<file path="src/rtl/spi_chain_arbiter.sv">
// spi_chain_arbiter: shares the single daisy-chain SPI master among NUM_REQ
// requesters. Each accepted request is registered into the master's
// data/mode/chip-select inputs, started with a one-cycle load pulse, timed
// with an internal counter, and acknowledged with a one-cycle done pulse.
// Build option: define SPI_ARB_FIXED_PRIO_EN for fixed lowest-index-wins
// priority; otherwise round-robin.
module spi_chain_arbiter #(
  parameter int unsigned NUM_REQ     = 4,
  parameter int unsigned XFER_CYCLES = 40,
  parameter int unsigned GAP_CYCLES  = 2
) (
  input  logic                 clk,
  input  logic                 rst,
  input  logic [NUM_REQ-1:0]   req,
  input  logic [NUM_REQ*8-1:0] req_data,
  input  logic [NUM_REQ*2-1:0] req_mode,
  input  logic [NUM_REQ*2-1:0] req_cs,
  output logic [NUM_REQ-1:0]   gnt,
  output logic [NUM_REQ-1:0]   done,
  output logic [7:0]           data_m,
  output logic [1:0]           mode_s,
  output logic [1:0]           chip_selection,
  output logic                 load,
  output logic                 busy
);

  localparam int unsigned IW   = (NUM_REQ > 1) ? $clog2(NUM_REQ) : 1;
  localparam int unsigned CMAX = (XFER_CYCLES > GAP_CYCLES) ? XFER_CYCLES : GAP_CYCLES;
  localparam int unsigned CW   = (CMAX > 1) ? $clog2(CMAX) : 1;

  typedef enum logic [1:0] {IDLE, LOAD, XFER, GAP} state_t;

  state_t        state, state_nxt;
  logic [CW-1:0] cnt, cnt_nxt;
  logic [IW-1:0] winner;
  logic [IW-1:0] sel;
  logic [IW-1:0] idx;
  logic          take;

`ifdef SPI_ARB_FIXED_PRIO_EN
  // Winner select: lowest active index; scanning downward lets it overwrite last.
  always_comb begin
    sel = '0;
    idx = '0;
    for (int unsigned i = NUM_REQ; i > 0; i--) begin
      idx = IW'(i - 1);
      if (req[idx]) sel = idx;
    end
  end
`else
  logic [IW-1:0] ptr;

  // Winner select: first active request after ptr, wrapping; scanning the
  // offsets downward leaves the nearest one (ptr+1) as the final overwrite.
  always_comb begin
    sel = '0;
    idx = '0;
    for (int unsigned i = NUM_REQ; i > 0; i--) begin
      idx = IW'((32'(ptr) + i) % NUM_REQ);
      if (req[idx]) sel = idx;
    end
  end
`endif

  // State register.
  always_ff @(posedge clk or negedge rst) begin
    if (!rst) state <= IDLE;
    else      state <= state_nxt;
  end

  // Next-state and counter sequencing; take marks the IDLE decision cycle.
  always_comb begin
    state_nxt = state;
    cnt_nxt   = cnt;
    take      = 1'b0;
    case (state)
      IDLE: begin
        if (|req) begin
          take      = 1'b1;
          cnt_nxt   = CW'(XFER_CYCLES - 1);
          state_nxt = LOAD;
        end
      end
      LOAD: state_nxt = XFER;
      XFER: begin
        if (cnt == '0) begin
          if (GAP_CYCLES > 0) begin
            state_nxt = GAP;
            cnt_nxt   = CW'(GAP_CYCLES - 1);
          end else begin
            state_nxt = IDLE;
          end
        end else begin
          cnt_nxt = cnt - 1'b1;
        end
      end
      GAP: begin
        if (cnt == '0) state_nxt = IDLE;
        else           cnt_nxt   = cnt - 1'b1;
      end
      default: state_nxt = IDLE;
    endcase
  end

  // Datapath: counter, captured request fields, winner and registered done.
  always_ff @(posedge clk or negedge rst) begin
    if (!rst) begin
      cnt            <= '0;
      winner         <= '0;
      data_m         <= '0;
      mode_s         <= '0;
      chip_selection <= '0;
      done           <= '0;
    end else begin
      cnt  <= cnt_nxt;
      done <= '0;
      if (take) begin
        winner         <= sel;
        data_m         <= req_data[8*sel +: 8];
        mode_s         <= req_mode[2*sel +: 2];
        chip_selection <= req_cs[2*sel +: 2];
      end
      if (state == XFER && cnt == '0) done[winner] <= 1'b1;
    end
  end

`ifndef SPI_ARB_FIXED_PRIO_EN
  // Round-robin pointer follows the winner as the transfer is accepted.
  always_ff @(posedge clk or negedge rst) begin
    if (!rst)      ptr <= IW'(NUM_REQ - 1);
    else if (take) ptr <= sel;
  end
`endif

  // Grant, load and busy decode straight from state so reset clears them at once.
  always_comb begin
    gnt  = '0;
    load = (state == LOAD);
    busy = (state != IDLE);
    if (state == LOAD) gnt[winner] = 1'b1;
  end

endmodule

</file>
<file path="config.mk">
export PLATFORM = sky130hd
export DESIGN_NAME = spi_chain_arbiter
export DESIGN_NICKNAME = d
export VERILOG_FILES = /design/src/rtl/spi_chain_arbiter.sv
export SDC_FILE = /design/constraint.sdc
export NUM_CORES = 1
export LEC_CHECK = 0
export ABC_CLOCK_PERIOD_IN_PS = 3400
export BUFFER_PORTS_ARGS = -buffer_cell sky130_fd_sc_hd__buf_2
export CAP_MARGIN = 10
export CELL_PAD_IN_SITES_DETAIL_PLACEMENT = 0
export CELL_PAD_IN_SITES_GLOBAL_PLACEMENT = 1
export CORE_UTILIZATION = 38
export DETAILED_ROUTE_END_ITERATION = 8
export GPL_TIMING_DRIVEN = 0
export PLACE_DENSITY = 0.95
export SKIP_LAST_GASP = 1
export SYNTH_ARGS = -nofsm -noshare
export SYNTH_HDL_FRONTEND = slang
export SYNTH_SLANG_ARGS = --single-unit
</file>
<file path="constraint.sdc">
create_clock -name clk -period 3.4 [get_ports clk]
set_clock_uncertainty 0.1 [all_clocks]
set_input_delay 0.51 -clock clk [delete_from_list [all_inputs] [get_ports clk]]
set_output_delay 0.51 -clock clk [all_outputs]
set_load 0.05 [all_outputs]
</file>
== After elaboration in Yosys (flattened, before gate mapping) ==
Cells that the tools add are included.
Operators by class
  magnitude comparators: 6
  reduce and logical (&&, ||, !) cells: 9
  equal/unequal tests: 7
  multiplexer cells: 26
  multiply operators: 0
  $add $sub $neg: 5
  bitwise logic cells: 0
  shift operators: 3
  divide/modulo/power cells: 0
Operators with widths (count)
  $shiftx A32 B6 Y8: 1
  $mux W6: 3
  $pmux W6 S3: 1
  $shiftx A8 B4 Y2: 2
  $lt A2 B3 Y1 const B: 5
  $mux W2: 7
  $bmux W1 S2: 4
  $mux W4: 2
  $ne A2 B2 Y1 const B: 4
  $pmux W2 S4: 1
  $mux W1: 7
  $logic_not A6 Y1: 1
  $reduce_and A3 Y1: 2
  $sub A6 B1 Y6 const B: 1
  $add A2 B1 Y2 const B: 2
  $add A2 B2 Y2 const B: 2
  $eq A2 B2 Y1 const B: 2
  $reduce_or A4 Y1: 1
  $reduce_bool A3 Y1: 1
  $demux W1 S2: 1
  $eq A2 B1 Y1 const B: 1
  $ge A2 B1 Y1 const B: 1
  $logic_and A1 B1 Y1: 2
  $logic_not A2 Y1: 1
  $reduce_bool A2 Y1: 1
Storage, ports and cells
  register bits: 28
  bits in read-only memories: 0
  memory bits (writable): 0
  latch bits: 0
  bits of input ports: 54
  output and inout bits: 22
  memories: 0
  word-level logic and storage cells: 64

== Depth between registers and ports, before layout ==
Gate-level depths: netlist (run 1).
  word-level depth: 8
  depth in mapped cells: 8
  mapped depth without buffers: 7

== Worst setup path before layout (run 1) ==
OpenSTA, ideal clock, no wires.
  path kind: register to output
  start: register state[1]
  end: output gnt[0]
  stages on the path, launching flop included: 4
  data arrival time: 2.215 ns
  path buffers: 0
  required time: 2.790 ns
  setup slack: 0.575 ns
  cells stage by stage: dfrtp_1 inv_1 ha_1 nor3b_1
On the way
  cells in the longest elaborated chain, start to end: 2
RTL lines
  start: declaration: RTL line 33  | state_t state, state_nxt;
  start signal: assignment: RTL line 68  | else state <= state_nxt;
  $eq A2 B1 Y1
  net load: RTL line 23  | output logic load,
  $mux W4: RTL line 140  | if (state == LOAD) gnt[winner] = 1'b1;
  end: declaration: RTL line 18  | output logic [NUM_REQ-1:0] gnt,
The timed path passes the listed nets, and every way through them passes these cells.

== Worst setup path after layout (run 1) ==
  start: register state[0]
  end: register data_m[1]
On the way
  cells in the longest elaborated chain, start to end: 2
RTL lines
  $logic_not A2 Y1: RTL line 76  | case (state)
  $mux W1: RTL line 76
  end signal: assignment: RTL line 119  | data_m <= req_data[8*sel +: 8];
  end: declaration: RTL line 20  | output logic [7:0] data_m,
No other way between the ends.
A chain may end at the register's enable or synchronous reset.

==> flow_summary.toml, run 1 <==
[status]
status = "complete, no violations"

[clock_tree]
cts_root_buf = "clkbuf_8"
hold_buffers = 0
htree_levels = 1
numCtsBuffers = 3
clk_path_buf_depth = 2
tritoncts = "built"
clkTransAtPathRegs_ns = 0.10
clk_latency_ns = 0.28
clock_sinks = 28
postCtsSetupBuffers = 0
ctsResizeCount = 0

[sta]
clock.fmax_mhz = 439
finalHoldViolCount = 0
drv_slew = 0
fin_crit_sh_pct = 67.0
relSlewSlack_pct = 57.6
worst-slew-pin-transition_ns = 0.636
finalCriticalPeriod_ns = 2.28
fin_setup_tns_ns = 0
rsz0062_at_grt = "false"
finalSetupViolCount = 0

[synthesis]
avgSynthCellArea_sq_um = 9.67
async_reset_ff_share_pct = 100
syn-num-nets = 249
seq_area_frac_synth_pct = 38.3
synth_edf_count = 0
synth_cells = 190
ys_ff_latch = 28
synth_cell_type_count = 40
syn_area_sq_mm = 0.00184
synthFlopType = "dfrtp_1"
yosysWarnings = 0

[worst_setup_path]
crit_arrival_ns = 2.34
crit_chain = "inv_1 -> ha_1 -> inv_1 -> nor2_2 -> o2111ai_2 -> buf_2 -> a211oi_2 -> a211oi_2"
cpPeakStageDelay_ns = 0.43
path_max_fanout = 10
r2r_setup_slack_ns = 1.12
r2r-start = "state[0]$_DFFE_PN0P_"
crit_path_end_kind = "flip-flop"
critPathKind = "reg -> reg"
worst_path_max_delay_cell = "dfrtp_1"
critPathLaunchType = "flip-flop"
worstSetupStartpoint = "state[0]$_DFFE_PN0P_"
crit_required_ns = 3.46

[power]
ir_worst_vdd_uv = 462
sequentialPowerShare_pct = 27.5
clockPowerShare_pct = 10.2
switching_share_pct = 51.4
cellPowerDensity_mw_per_mm2 = 896
p_switching_mw = 1.07
p_comb_share_pct = 62.3
internal-power_mw = 1.02
leakagePower_nw = 1.13

[layout]
diodes = 0
nNetsFinal = 329
syn_to_final_growth_pct = 27.0
drive_above_1_share_pct = 40.5
final_cells = 321
fillers = 435
design_area_sq_mm = 0.00233

[die]
die_h_um = 71.5
io_pins = 76
row_count = 24
fp.coreArea_sq_mm = 0.00450
initial_core_util_pct = 40.8
dieArea_sq_mm = 0.00512
die_x_um = 71.5

[global_route]
gr-usage-all-layers_pct = 18.5
gr-total-overflow = 0
grt_pass1_vias = 1628
grt_first_pass_wirelength_um = 7600
grt_max_degree = 29
antenna_found_initial = 0

[routing]
drc = 0
num_vias = 1682
routed_wl_um = 4480
vias_per_cell = 5.24
detail_route.first_pass.iterations = 4
ant_nets = 0
drtIter0Drc = 61
wl_per_cell_um = 14.0

[run]
maxCapViolCount = 0

[min_path]
hold_path_class = "in -> async"

[placement]
io_buffers = 75
routabilityCongestion = 0.797
postPlaceCellArea_sq_mm = 0.00228
dp_hpwl_um = 3420
placed_cells = 317
cells in the final DEF (no fill, tap or decap), drive strengths merged:
cell type / Yosys / routed
o2111ai: 1 / 1
o211ai: 1 / 1
dfrtp: 26 / 26
o32a: 1 / 1
nor2b: 1 / 1
o21ai: 9 / 9
dfstp: 2 / 2
nand2: 15 / 15
a211oi: 36 / 36
a21oi: 3 / 3
nor2: 17 / 17
nor3b: 5 / 5
buf: 5 / 80
or4: 1 / 1
o31ai: 2 / 2
mux2: 2 / 2
nor4: 2 / 2
o22ai: 2 / 2
nor3: 4 / 4
clkbuf: 5 / 9
nand2b: 2 / 2
and3: 3 / 3
and2: 1 / 1
mux2i: 13 / 13
a211o: 1 / 1
a31oi: 1 / 1
a22o: 1 / 1
inv: 21 / 21
ha: 5 / 5
or3b: 1 / 1
a21o: 1 / 1
critical path: cells and delay by family, from the launching register on:
family / cells / cell delay [ns]
simple gates: 1 / 0.35
buf+inv: 3 / 0.48
fa+ha+maj: 1 / 0.21
flops: 1 / 0.43
compound gates: 3 / 0.60
layout make-up:
type,instances,area (sq um),area share (%)
repair buffers,75,375,16.1
clock buffers,4,55.1,2.36
well taps,52,65.1,2.79
multi-input cells,131,987,42.3
inverters,21,78.8,3.38
flip-flops and latches,28,703,30.2
plain buffers,10,67.6,2.90
power by group through the flow:
stage,Sequential (mW),Combinational (mW),Clock (mW)
3_3_place_gp,0.575,1.29,0
2_1_floorplan,0.808,0.784,0
4_1_cts,0.574,1.32,0.216
5_1_grt,0.595,1.42,0.231
3_5_place_dp,0.579,1.32,0
6_report,0.574,1.30,0.213
cell usage after synthesis (all sizes together) (4+ instances only):
master | n | area, sq um
a211oi | 36 | 350
dfrtp | 26 | 651
inv | 21 | 78.8
nor2 | 17 | 66.3
nand2 | 15 | 56.3
mux2i | 13 | 130
o21ai | 9 | 45.0
buf | 5 | 48.8
clkbuf | 5 | 18.8
ha | 5 | 62.6
nor3b | 5 | 37.5
nor3 | 4 | 25.0
per-layer routing:
layer	up-vias	GRT usage [%]	wire length, um
met5	-	0	0
met3	6	2.25	194
met2	45	31.1	2130
met1	784	25.0	2080
met4	0	5.66	77
li1	847	-	-
state kept, by name (all words and copies together), names as in the netlist:
signal and flops:
chip_selection 2, cnt 6, data_m 8, done 4, mode_s 2, ptr 2
state 2, winner 2
kinds of logic (layout without fill, tap and decap cells):
family,count (synthesis),count (layout),synth area share (%)
muxes,15,15,8.31
buffers and inverters,31,110,7.97
and+or+nand+nor,52,52,14.4
DFF,28,28,38.3
AOI/OAI and AO/OA,59,59,27.7
adders and majority gates,5,5,3.41
per-stage QoR:
step | total power [mW] | hold slack [ns] | utilization (%) | setup slack (ns)
2_1_floorplan | 1.59 | 0.114 | - | 0.575
3_3_place_gp | 1.87 | 0.408 | 50.6 | 1.12
3_5_place_dp | 1.90 | 0.425 | 50.6 | 1.10
4_1_cts | 2.11 | 0.166 | 51.8 | 1.10
5_1_grt | 2.25 | 0.189 | 51.8 | 0.936
6_report | 2.09 | 0.136 | 51.8 | 1.12
final timing paths:
check | to | depth (start not counted)
worst min-delay path | state[0]$_DFFE_PN0P_ | 1
worst max register to register | data_m[1]$_DFFE_PN0P_ | 8
min in group clk | cnt[3]$_DFFE_PN0P_ | 2
worst min register to register | cnt[3]$_DFFE_PN0P_ | 2
worst max-delay path | data_m[1]$_DFFE_PN0P_ | 8
max in group asynchronous | state[1]$_DFFE_PN0P_ | 1
Power figures use the tool's default switching activity.
==> inputs of run 2 (changes only) <==
ABC_CLOCK_PERIOD_IN_PS = 2100   (was 3400)
CORE_UTILIZATION = 35   (was 38)
PLACE_DENSITY = 0.9   (was 0.95)
clock period = 2.1 ns   (was 3.4 ns; I/O delays follow)
==> flow_summary.toml, run 2 (same netlist as run 1, synthesis figures left out) <==
[status]
status = "complete, no violations"

[clock_tree]
clk_path_buf_depth = 2
clock_sinks = 28
clk_latency_ns = 0.28
numCtsBuffers = 3
cts_root_buf = "clkbuf_8"
tritoncts = "built"
clkTransAtPathRegs_ns = 0.10
htree_levels = 1

[worst_setup_path]
crit_end = "data_m[6]$_DFFE_PN0P_"
critPathLaunchType = "flip-flop"
worstSetupStartpoint = "ptr[1]$_DFFE_PN1P_"
crit_required_ns = 2.16
path_buf_inv = 2
worst_path_max_delay_cell = "dfstp_2"
cpPeakStageDelay_ns = 0.61
crit_chain = "mux2i_1 -> o22ai_2 -> a21o_1 -> buf_6 -> buf_4 -> a211oi_4 -> a211oi_2"
r2r_setup_slack_ns = 0.07
crit_arrival_ns = 2.08
path_max_fanout = 10
critPathKind = "reg -> reg"
worst_r2r_endpoint = "data_m[6]$_DFFE_PN0P_"
rr_worst_depth = 7
crit_family = "compound AO/OA/AOI/OAI gates"
crit_path_end_kind = "flip-flop"
r2r-start = "ptr[1]$_DFFE_PN1P_"
path_depth = 7

[sta]
finalCriticalPeriod_ns = 2.03
relSlewSlack_pct = 57.8
clock.fmax_mhz = 493
finalSetupViolCount = 0
rsz0062_at_grt = "true"
fin_crit_sh_pct = 96.6
drv_slew = 0
hold_ws_ns = 0.266
finalHoldViolCount = 0
worst-slew-pin-transition_ns = 0.633
worst_slack_ns = 0.0720

[layout]
syn_to_final_growth_pct = 32.0
largestRegisters = "data_m (8), cnt (6), done (4)"
diodes = 0
drive_above_1_share_pct = 43.4
largest_reg_flops = 8
fillers = 518
nNetsFinal = 332
seqCellArea_sq_um = 703
multiInputGateArea_sq_mm = 0.00103
mostFrequentLayoutCells = "buf_2, dfrtp_1, inv_1"
layout_commonest_cell = "buf_2"
top_register = "data_m"
final_util_pct = 47.8
design_area_sq_mm = 0.00242

[die]
die_x_um = 74.4
dieArea_sq_mm = 0.00554
fp.coreArea_sq_mm = 0.00507
row_count = 26
io_pins = 76
initial_core_util_pct = 36.2
die_h_um = 74.4

[power]
power_mw = 3.46
leakagePower_nw = 1.16
cellPowerDensity_mw_per_mm2 = 1430
ir_worst_vdd_uv = 726

[global_route]
grt_pass1_vias = 1527
antenna_found_initial = 0
grt_first_pass_wirelength_um = 6910
gr-total-overflow = 0
grt_max_degree = 29
gr-usage-all-layers_pct = 16.4

[routing]
num_vias = 1704
vias_per_cell = 4.98
detail_route.first_pass.iterations = 4
wl_per_cell_um = 12.9
drtIter0Drc = 62
drc = 0
routed_wl_um = 4410
ant_nets = 0

[placement]
dp_hpwl_um = 3390
routabilityCongestion = 0.769
io_buffers = 75
dp_worst_setup_slack_ns = -0.0431
postPlaceCellArea_sq_mm = 0.00231

[min_path]
hold_path_class = "in -> reg"

[run]
maxCapViolCount = 0
-- run 2: changes by cell type in the layout (fill, tap and decap cells not counted), moves of 2 or more --
cell	previous run	this run
a211oi_1	20	17
buf_4	1	4
a211oi_2	16	18
nor3b_1	5	3
nor3b_2	0	2
-- run 2: how the worst min path moves through the flow --
stage                     cells after the start                       endpoint        start
after floorplan                               0  chip_selection[0]$_DFFE_PN0P_          rst
after global placement                        1              done[2]$_DFF_PN0_          rst
after detailed placement                      1              done[2]$_DFF_PN0_          rst
after CTS                                     3          data_m[5]$_DFFE_PN0P_  req_data[5]
after global routing                          3          mode_s[1]$_DFFE_PN0P_  req_mode[1]
final                                         3          data_m[5]$_DFFE_PN0P_  req_data[5]
-- run 2: per-layer routing --
metal  part of all wire (%)  vias to the layer above  track usage, %
li1                       -                      854               -
met1                     45                      783            22.8
met2                     47                       61            26.3
met3                    6.5                        6            2.03
met4                    1.2                        0            5.66
met5                      0                        -               0
-- run 2: final cells by class --
class / count / area share (%)
timing repair buffer: 78 / 16.5
multi-input combinational: 131 / 42.4
sequential: 28 / 29.0
buffer: 10 / 2.94
clock buffer: 4 / 2.27
tap: 70 / 3.61
inverter: 21 / 3.25
-- run 2: through the flow --
stage	TNS, ns	cells
floorplan	-0.118	190
global placement	-0.0190	335
detailed placement	-0.170	335
CTS	0	342
global route	-0.0624	342
finish	0	342
-- run 2: repair_timing --
item	in CTS	in global routing
hold buffers	1	0
setup endpoints to repair	8	10
hold endpoints to repair	26	0
pin swaps	1	2
setup buffers	2	0
resized for setup	1	7
-- run 2: where the power goes --
group	switching [mW]	internal, mW	total (mW)	leakage (nW)
clock network	0.176	0.168	0.344	0.0288
logic	1.43	0.752	2.19	0.804
registers	0.162	0.767	0.930	0.325
total	1.77	1.69	3.46	1.16
-- run 2: worst register-to-register path, cell delays in order (launching register included) --
cell and delay, ns:
dfstp_2 0.61, mux2i_1 0.23, o22ai_2 0.11, a21o_1 0.17, buf_6 0.15, buf_4 0.20
a211oi_4 0.27, a211oi_2 0.07
